--- src/rtl/phy_tx_interleaver.sv ---
// 802.11a transmit block interleaver: serial coded bits in, permuted symbol out.
// Two symbol banks in ping-pong so one symbol is written while the other drains.
module phy_tx_interleaver #(
   parameter int unsigned MAX_NCBPS = 288,
   parameter int unsigned ADDR_W    = 9
) (
   input  logic       clock,
   input  logic       reset,
   input  logic       enable,
   input  logic       inputData,
   input  logic       TX_IN_VALID,
   output logic       TX_IN_READY,
   input  logic [1:0] MOD_SEL,
   output logic       TX_OUT,
   output logic       TX_OUT_VALID,
   output logic       SYM_DONE
);

   function automatic logic [ADDR_W-1:0] ncbps_of(input logic [1:0] m);
      unique case (m)
         2'b00:   return ADDR_W'(48);
         2'b01:   return ADDR_W'(96);
         2'b10:   return ADDR_W'(192);
         default: return ADDR_W'(288);
      endcase
   endfunction

   function automatic logic [ADDR_W-1:0] n16_of(input logic [1:0] m);
      unique case (m)
         2'b00:   return ADDR_W'(3);
         2'b01:   return ADDR_W'(6);
         2'b10:   return ADDR_W'(12);
         default: return ADDR_W'(18);
      endcase
   endfunction

   function automatic logic [1:0] s_of(input logic [1:0] m);
      unique case (m)
         2'b00:   return 2'd1;
         2'b01:   return 2'd1;
         2'b10:   return 2'd2;
         default: return 2'd3;
      endcase
   endfunction

   // Write side: k = 16*row + col; idx tracks i = (N/16)*col + row.
   logic [3:0]        col_q;
   logic [ADDR_W-1:0] row_q;
   logic [ADDR_W-1:0] idx_q;
   logic [1:0]        rm_q;    // row mod s (equals i mod s since s divides N/16)
   logic [1:0]        cm_q;    // col mod s
   logic [1:0]        mod_q;
   logic              wr_ptr_q;

   // Read side and bank bookkeeping.
   logic              rd_ptr_q;
   logic [ADDR_W-1:0] rd_addr_q;
   logic [1:0]        full_q;
   logic [1:0]        bank_mod_q [2];
   logic [MAX_NCBPS-1:0] bank_q [2];

   logic              first_bit;
   logic              wr_last;
   logic              accept;
   logic              rd_active;
   logic              rd_last;
   logic [1:0]        cur_mod;
   logic [1:0]        cur_s;
   logic [1:0]        rd_mod;
   logic [ADDR_W-1:0] cur_n16;
   logic [ADDR_W-1:0] rd_n;
   logic [ADDR_W-1:0] wr_addr;
   logic [2:0]        frac_sum;
   logic [2:0]        frac;

   // floor(16*i/N) reduces to col, so j = i - (i mod s) + ((i - col) mod s).
   always_comb begin
      first_bit   = (col_q == 4'd0) && (row_q == '0);
      cur_mod     = first_bit ? MOD_SEL : mod_q;
      cur_s       = s_of(cur_mod);
      cur_n16     = n16_of(cur_mod);
      frac_sum    = 3'(rm_q) + 3'(cur_s) - 3'(cm_q);
      frac        = (frac_sum >= 3'(cur_s)) ? frac_sum - 3'(cur_s) : frac_sum;
      wr_addr     = idx_q - ADDR_W'(rm_q) + ADDR_W'(frac);
      wr_last     = (col_q == 4'd15) && (row_q == cur_n16 - ADDR_W'(1));
      rd_mod      = bank_mod_q[rd_ptr_q];
      rd_n        = ncbps_of(rd_mod);
      rd_active   = enable && full_q[rd_ptr_q];
      rd_last     = rd_active && (rd_addr_q == rd_n - ADDR_W'(1));
      // A bank draining its last bit this cycle may already take the next symbol's first bit.
      TX_IN_READY = !reset && (!full_q[wr_ptr_q] || (rd_last && (rd_ptr_q == wr_ptr_q)));
      accept      = enable && TX_IN_VALID && TX_IN_READY;
   end

   always_ff @(posedge clock) begin
      if (reset) begin
         col_q    <= '0;
         row_q    <= '0;
         idx_q    <= '0;
         rm_q     <= '0;
         cm_q     <= '0;
         mod_q    <= '0;
         wr_ptr_q <= 1'b0;
      end else if (accept) begin
         if (first_bit) begin
            mod_q <= MOD_SEL;
         end
         if (wr_last) begin
            col_q    <= '0;
            row_q    <= '0;
            idx_q    <= '0;
            rm_q     <= '0;
            cm_q     <= '0;
            wr_ptr_q <= ~wr_ptr_q;
         end else if (col_q == 4'd15) begin
            col_q <= '0;
            row_q <= row_q + ADDR_W'(1);
            idx_q <= row_q + ADDR_W'(1);
            cm_q  <= '0;
            rm_q  <= (rm_q + 2'd1 == cur_s) ? 2'd0 : rm_q + 2'd1;
         end else begin
            col_q <= col_q + 4'd1;
            idx_q <= idx_q + cur_n16;
            cm_q  <= (cm_q + 2'd1 == cur_s) ? 2'd0 : cm_q + 2'd1;
         end
      end
   end

   always_ff @(posedge clock) begin
      if (accept) begin
         bank_q[wr_ptr_q][wr_addr] <= inputData;
      end
   end

   always_ff @(posedge clock) begin
      if (reset) begin
         full_q        <= '0;
         bank_mod_q[0] <= '0;
         bank_mod_q[1] <= '0;
         rd_ptr_q      <= 1'b0;
         rd_addr_q     <= '0;
         TX_OUT        <= 1'b0;
         TX_OUT_VALID  <= 1'b0;
         SYM_DONE      <= 1'b0;
      end else begin
         if (accept && wr_last) begin
            full_q[wr_ptr_q]     <= 1'b1;
            bank_mod_q[wr_ptr_q] <= cur_mod;
         end
         if (rd_active) begin
            TX_OUT       <= bank_q[rd_ptr_q][rd_addr_q];
            TX_OUT_VALID <= 1'b1;
            SYM_DONE     <= rd_last;
            if (rd_last) begin
               full_q[rd_ptr_q] <= 1'b0;
               rd_ptr_q         <= ~rd_ptr_q;
               rd_addr_q        <= '0;
            end else begin
               rd_addr_q <= rd_addr_q + ADDR_W'(1);
            end
         end else begin
            TX_OUT_VALID <= 1'b0;
            SYM_DONE     <= 1'b0;
         end
      end
   end

endmodule

--- config.mk ---
export PLATFORM = sky130hd
export DESIGN_NAME = phy_tx_interleaver
export DESIGN_NICKNAME = d
export VERILOG_FILES = /design/src/rtl/phy_tx_interleaver.sv
export SDC_FILE = /design/constraint.sdc
export NUM_CORES = 1
export LEC_CHECK = 0
export BUFFER_PORTS_ARGS = -buffer_cell sky130_fd_sc_hd__buf_4
export CAP_MARGIN = 5
export CORE_MARGIN = 2
export CORE_UTILIZATION = 55
export CTS_CLUSTER_SIZE = 10
export DETAILED_ROUTE_END_ITERATION = 12
export PLACE_DENSITY = 0.68
export SLEW_MARGIN = 20
export SYNTH_ARGS = -nofsm -noshare
export SYNTH_HDL_FRONTEND = slang
export SYNTH_SLANG_ARGS = --single-unit
--- constraint.sdc ---
create_clock -name clock -period 9.1 [get_ports clock]
set_input_delay 0.455 -clock clock [delete_from_list [all_inputs] [get_ports clock]]
set_output_delay 0.455 -clock clock [all_outputs]
set_load 0.01 [all_outputs]
# Word-level counts from Yosys, hierarchy flattened
# Memory sizes are Yosys's and may differ from the RTL's. A register that Yosys moved wholly into a read port is not among the register bits.
# Index checks and enable logic that the tools add are counted.
[word_totals]
register_bits = 44
ramBits = 580
output_inout_bits = 4
memories = 2
[classes]
n_addsub = 13
order_cmp = 8
eq_ne = 10
muxes = 49
n_bitwise = 6
n_reduce_logical = 26
[mem_list]
columns = ["name", "depth", "width", "read_ports", "rd_clocked_by_memory_dff", "wr", "line", "source"]
rows = [
  ["bank_q", 2, 288, 1, 1, 1, "60", "logic [MAX_NCBPS-1:0] bank_q [2];"],
  ["bank_mod_q", 2, 2, 1, 1, 2, "59", "logic [1:0] bank_mod_q [2];"],
]
[ops]
columns = ["op", "n"]
rows = [
  ["288-bit 2-to-1 mux", 1],
  ["9-bit 2-to-1 mux", 5],
  ["9-bit one-hot mux with 3 select lines", 1],
  ["2-bit 2-to-1 mux", 12],
  ["1-bit 2-to-1 mux", 21],
  ["9-bit by 10-bit less-than comparator with 1-bit output, second input constant", 2],
  ["9-bit by 1-bit adder with 9-bit output, second input constant", 2],
  ["9-bit equality test", 2],
  ["9-bit by 1-bit subtractor with 9-bit output, second input constant", 2],
  ["5-bit one-hot mux with 3 select lines", 1],
  ["1-bit logical AND", 12],
  ["9-bit by 3-bit adder with 9-bit output", 1],
  ["9-bit adder", 1],
  ["1-bit binary-select mux with 9-bit select", 1],
  ["1-bit demux with 9-bit select", 1],
  ["9-bit by 1-bit greater-or-equal comparator with 1-bit output, second input constant", 1],
  ["9-bit logical NOT", 1],
  ["9-bit by 2-bit subtractor with 9-bit output", 1],
  ["4-bit 2-to-1 mux", 2],
  ["2-bit AND reduction", 3],
  ["2-bit OR reduction", 3],
  ["3-bit by 2-bit subtractor with 3-bit output", 2],
  ["2-bit by 1-bit adder with 2-bit output, second input constant", 2],
  ["4-bit by 1-bit adder with 4-bit output, second input constant", 1],
  ["other kinds (21)", 31],
]

# Depth between registers and ports, before layout
[depth]
ltp_word = 16
depth_mapped = 29
depth_no_buf = 26

# Worst setup path after synthesis
# No wires, ideal clock.
[synth_timing]
path_type = "reg-to-reg"
from = "register row_q[1]"
to = "memory bank_q[1][216] (enable)"
setup_ps = 326
arrival_ps = 7180
setup_slack_ps = 1594
path_stages_with_launch = 27
path_buffers = 3
period_less_slack_ps = 7506
path_cell_list = "dfxtp_1 > inv_1 > ha_1 > nor4bb_1 > nand3_1 > mux2i_1 > inv_1 > ha_1 > ha_1 > inv_1 > ha_1 > fa_1 > ha_1 > a211o_1 > mux2_2 > fa_1 > ha_1 > a21o_1 > a21oi_1 > o21ai_0 > a2111oi_0 > nor4_1 > or2_2 > clkbuf_1 > clkbuf_1 > clkbuf_1 > nor4_1"
[synth_between]
elab_chain_len = 16
word_cells_on_any_way = 20
classes_between = "add/sub: 4; order compare: 3; eq/ne: 2; mux: 6; reduce/logical: 5"
[synth_lines]
columns = ["item", "line", "source"]
rows = [
  ["from (decl)", "48", "logic [ADDR_W-1:0] row_q;"],
  ["from (signal assigned)", "117", "row_q <= row_q + ADDR_W'(1);"],
  ["9-bit logical NOT (*)", "78", "first_bit = (col_q == 4'd0) && (row_q == '0);"],
  ["1-bit logical AND (*)", "78", ""],
  ["2-bit 2-to-1 mux (*)", "n/a", ""],
  ["via cur_mod[1]", "67", "logic [1:0] cur_mod;"],
  ["2-bit by 1-bit equality test with 1-bit output or 2-bit logical NOT (tied branches)", "38", "unique case (m)"],
  ["2-bit OR reduction (no line)", "n/a", ""],
  ["2-bit one-hot mux with 2 select lines (*)", "38", ""],
  ["2-bit by 2-bit adder with 3-bit output", "82", "frac_sum = 3'(rm_q) + 3'(cur_s) - 3'(cm_q);"],
  ["3-bit by 2-bit subtractor with 3-bit output", "82", ""],
  ["3-bit by 2-bit subtractor with 3-bit output or 3-bit by 2-bit greater-or-equal comparator with 1-bit output (tied branches)", "83", "frac = (frac_sum >= 3'(cur_s)) ? frac_sum - 3'(cur_s) : frac_sum;"],
  ["3-bit 2-to-1 mux (*)", "83", ""],
  ["9-bit by 3-bit adder with 9-bit output (*)", "84", "wr_addr = idx_q - ADDR_W'(rm_q) + ADDR_W'(frac);"],
  ["9-bit by 10-bit less-than comparator with 1-bit output (not written as such) or 9-bit by 1-bit greater-or-equal comparator with 1-bit output (tied branches)", "131", "bank_q[wr_ptr_q][wr_addr] <= inputData;"],
  ["1-bit logical AND (not written as such)", "131", ""],
  ["1-bit 2-to-1 mux (not written as such)", "131", ""],
  ["1-bit demux with 9-bit select (*)", "131", ""],
  ["288-bit 2-to-1 mux (not written as such) (*)", "131", ""],
  ["to (decl)", "60", ""],
]
# The timed path passes the listed nets; every way through them passes the cells marked *.

# Worst setup path after layout
[layout_timing]
from = "register row_q[1]"
to = "memory bank_q[0][193] (enable)"
# The elaborated chain is that of the path after synthesis.

==> flow_summary.json <==
{
  "outcome": "completed",
  "place_congestion": 0.887,
  "cpMostUsedCell": "ha_1",
  "numCtsBuffers": 74,
  "drt_iter0_markers": 3202,
  "yosys_register_bits": 625,
  "rsz0062_at_grt": "no",
  "rr_worst_depth": 25,
  "numPortBuffers": 10,
  "r2r_start": "row_q[1]$_SDFFE_PP0P_",
  "cts_hold_buffers": 0,
  "drt_pass1_iterations": 7,
  "core_area_um2": 56500,
  "rows": 87,
  "grt_pass1_vias": 21700,
  "relSlewSlack": 0.129,
  "grt_first_pass_wirelength_mm": 130,
  "worstSetupPathType": "flop to flop",
  "cp_max_fo": 37,
  "fmax_mhz": 118,
  "p_per_area_nw_per_um2": 258,
  "hold_viol": 0,
  "rr_endpoint": "bank_q[0][193]$_DFFE_PP_",
  "grt_use_total": 0.283,
  "syn_nets": 2517,
  "insertion_delay_ns": 0.61,
  "hold_depth": 1,
  "wl_per_cell_um": 27.1,
  "diodes": 0,
  "path_buf_inv": 5,
  "syn_to_final_growth_pct": 8.67,
  "nets": 2371,
  "ys_types": 73,
  "die_w_um": 243,
  "clk_pin_slew_worst_paths_ns": 0.06,
  "dp_slack_ns": 0.799,
  "ant_nets": 0,
  "wl_met2_mm": 39.3,
  "met1_length_mm": 34.0,
  "avgSynthCellArea_um2": 12.7,
  "overflow": 0,
  "clock-sinks": 625,
  "vdd.ir_drop.worst_v": 0.000556,
  "ys.warnings.count": 0,
  "fin_crit_sh": 0.928,
  "yosysSeqAreaShare": 0.582,
  "antenna_found_initial": 0,
  "dpl.hpwl_mm": 50.5,
  "timing.final.ws_setup_ns": 0.658,
  "wl_mm": 84.3,
  "cts.repair.resized": 0,
  "hold_path.startpoint": "inputData",
  "cts_root_buffer": "clkbuf_16",
  "synthCells": 2472,
  "vias": 22500,
  "viasPerCell": 7.23,
  "required_ns": 9.35,
  "num_io_pins": 11,
  "finalSetupViolations": 0,
  "power_mw": 8.82,
  "drive_gt1_frac": 0.146,
  "htree_levels": 3,
  "final_cell_mix": "nor4_1, edfxtp_1, nand3_1",
  "slew_violations": 0,
  "cts_tree": "built",
  "startpoint_type": "flop",
  "cp_slowest_cell": "xor2_4",
  "finalCriticalPeriod_ns": 8.44,
  "cpPeakStageDelay_ns": 0.77,
  "synth_edf_count": 580,
  "worstPathArrival_ns": 8.69,
  "hold_class": "primary input to flop",
  "holdPathEnd": "bank_q[1][135]$_DFFE_PP_",
  "post_cts_buffers": 0,
  "worst_slew_pin_slew_ns": 1.31,
  "grt_max_degree": 278,
  "critPathCaptureType": "flop",
  "path_delay_family": "adder cells",
  "cap_violations": 0,
  "initial_core_util": 0.557,
  "die_h_um": 243,
  "power_leakage_nw": 9.35,
  "synthFlopType": "edfxtp_1",
  "drcViolationCount": 0,
  "fin_setup_tns_ns": 0,
  "synthArstFlopShare": 0,
  "worst-r2r-setup-slack_ns": 0.66,
  "syn_area_um2": 31500,
  "top_layer": "met4",
  "clockBufferDepth": 3,
  "met3_length_mm": 8.06,
  "finalClockSkew_ns": 0.0258,
  "dieArea_um2": 59200
}
==> cell usage after synthesis, drive strengths merged, types with 22 or more instances <==
cell / count / area, um^2
a211oi: 36 / 280
a21oi: 68 / 344
buf: 44 / 245
clkbuf: 273 / 1020
dfxtp: 45 / 901
edfxtp: 580 / 17400
ha: 32 / 400
inv: 37 / 139
mux2i: 82 / 821
mux4: 110 / 2480
nand2: 63 / 236
nand3: 136 / 686
nand4: 45 / 282
nor2: 50 / 188
nor4: 580 / 3630
o21ai: 35 / 175
o221ai: 26 / 228
xnor2: 22 / 193
==> through the flow <==
stage | cells | instance area, um^2 | hold WS, ns | utilization
after floorplan | 2472 | 31500 | 0.453 | -
after global placement | 3005 | 32200 | 0.462 | 0.570
after detailed placement | 3005 | 32200 | 0.476 | 0.570
after CTS | 3110 | 34200 | 0.333 | 0.606
after global routing | 3111 | 34200 | 0.370 | 0.606
final | 3111 | 34200 | 0.332 | 0.606
==> per-layer routing <==
metal | vias to the layer above | GRT usage
met5 | - | 0
met4 | 0 | 0.103
met3 | 194 | 0.0585
met2 | 1189 | 0.435
met1 | 11200 | 0.400
li1 | 9930 | -
==> how the worst max path moves through the flow <==
stage | startpoint | cells after the start | slack (ns) | to
after floorplan | row_q[1]$_SDFFE_PP0P_ | 26 | 1.59 | bank_q[1][216]$_DFFE_PP_
after global placement | row_q[5]$_SDFFE_PP0P_ | 25 | 1.05 | bank_q[1][74]$_DFFE_PP_
after detailed placement | row_q[0]$_SDFFE_PP0P_ | 27 | 0.80 | bank_q[0][208]$_DFFE_PP_
after CTS | row_q[1]$_SDFFE_PP0P_ | 27 | 0.73 | bank_q[0][208]$_DFFE_PP_
after global routing | row_q[1]$_SDFFE_PP0P_ | 27 | 0.07 | bank_q[0][208]$_DFFE_PP_
final | row_q[1]$_SDFFE_PP0P_ | 25 | 0.66 | bank_q[0][193]$_DFFE_PP_
==> logic make-up (layout without fill, tap and decap cells) <==
group           Yosys count  after routing  synth area share
simple gates            961            962             0.178
flops                   625            625             0.582
buf+inv                 355            237            0.0449
compound gates          246            246            0.0572
mux                     211            211             0.112
fa+ha+maj                38             38            0.0165
xor+xnor                 36             36            0.0100
==> report_power, final <==
group / leakage, nW / switching [mW] / total [mW] / internal [mW]
combinational: 2.79 / 2.56 / 3.05 / 0.485
clock: 0.988 / 1.12 / 2.63 / 1.51
sequential: 5.58 / 0.00340 / 3.15 / 3.14
total: 9.35 / 3.68 / 8.82 / 5.14
==> flip-flops by register name, indices dropped and copies added, names as in the netlist, named ones only <==
name          count
mod_q             2
row_q             9
cm_q              2
full_q            2
col_q             4
rm_q              2
idx_q             9
bank_mod_q        4
wr_ptr_q          1
TX_OUT_VALID      1
rd_addr_q         9
bank_q          576
TX_OUT            1
SYM_DONE          1
rd_ptr_q          1
==> final cells by class <==
cell class	count	area, um^2
tap	756	946
sequential	625	18300
inverter	38	143
clock buffer	100	1990
fill	4324	22300
clock inverter	5	40.0
timing repair buffer	94	901
multi-input combinational	1493	11900
Note: power is estimated with default switching activity, not from simulation.
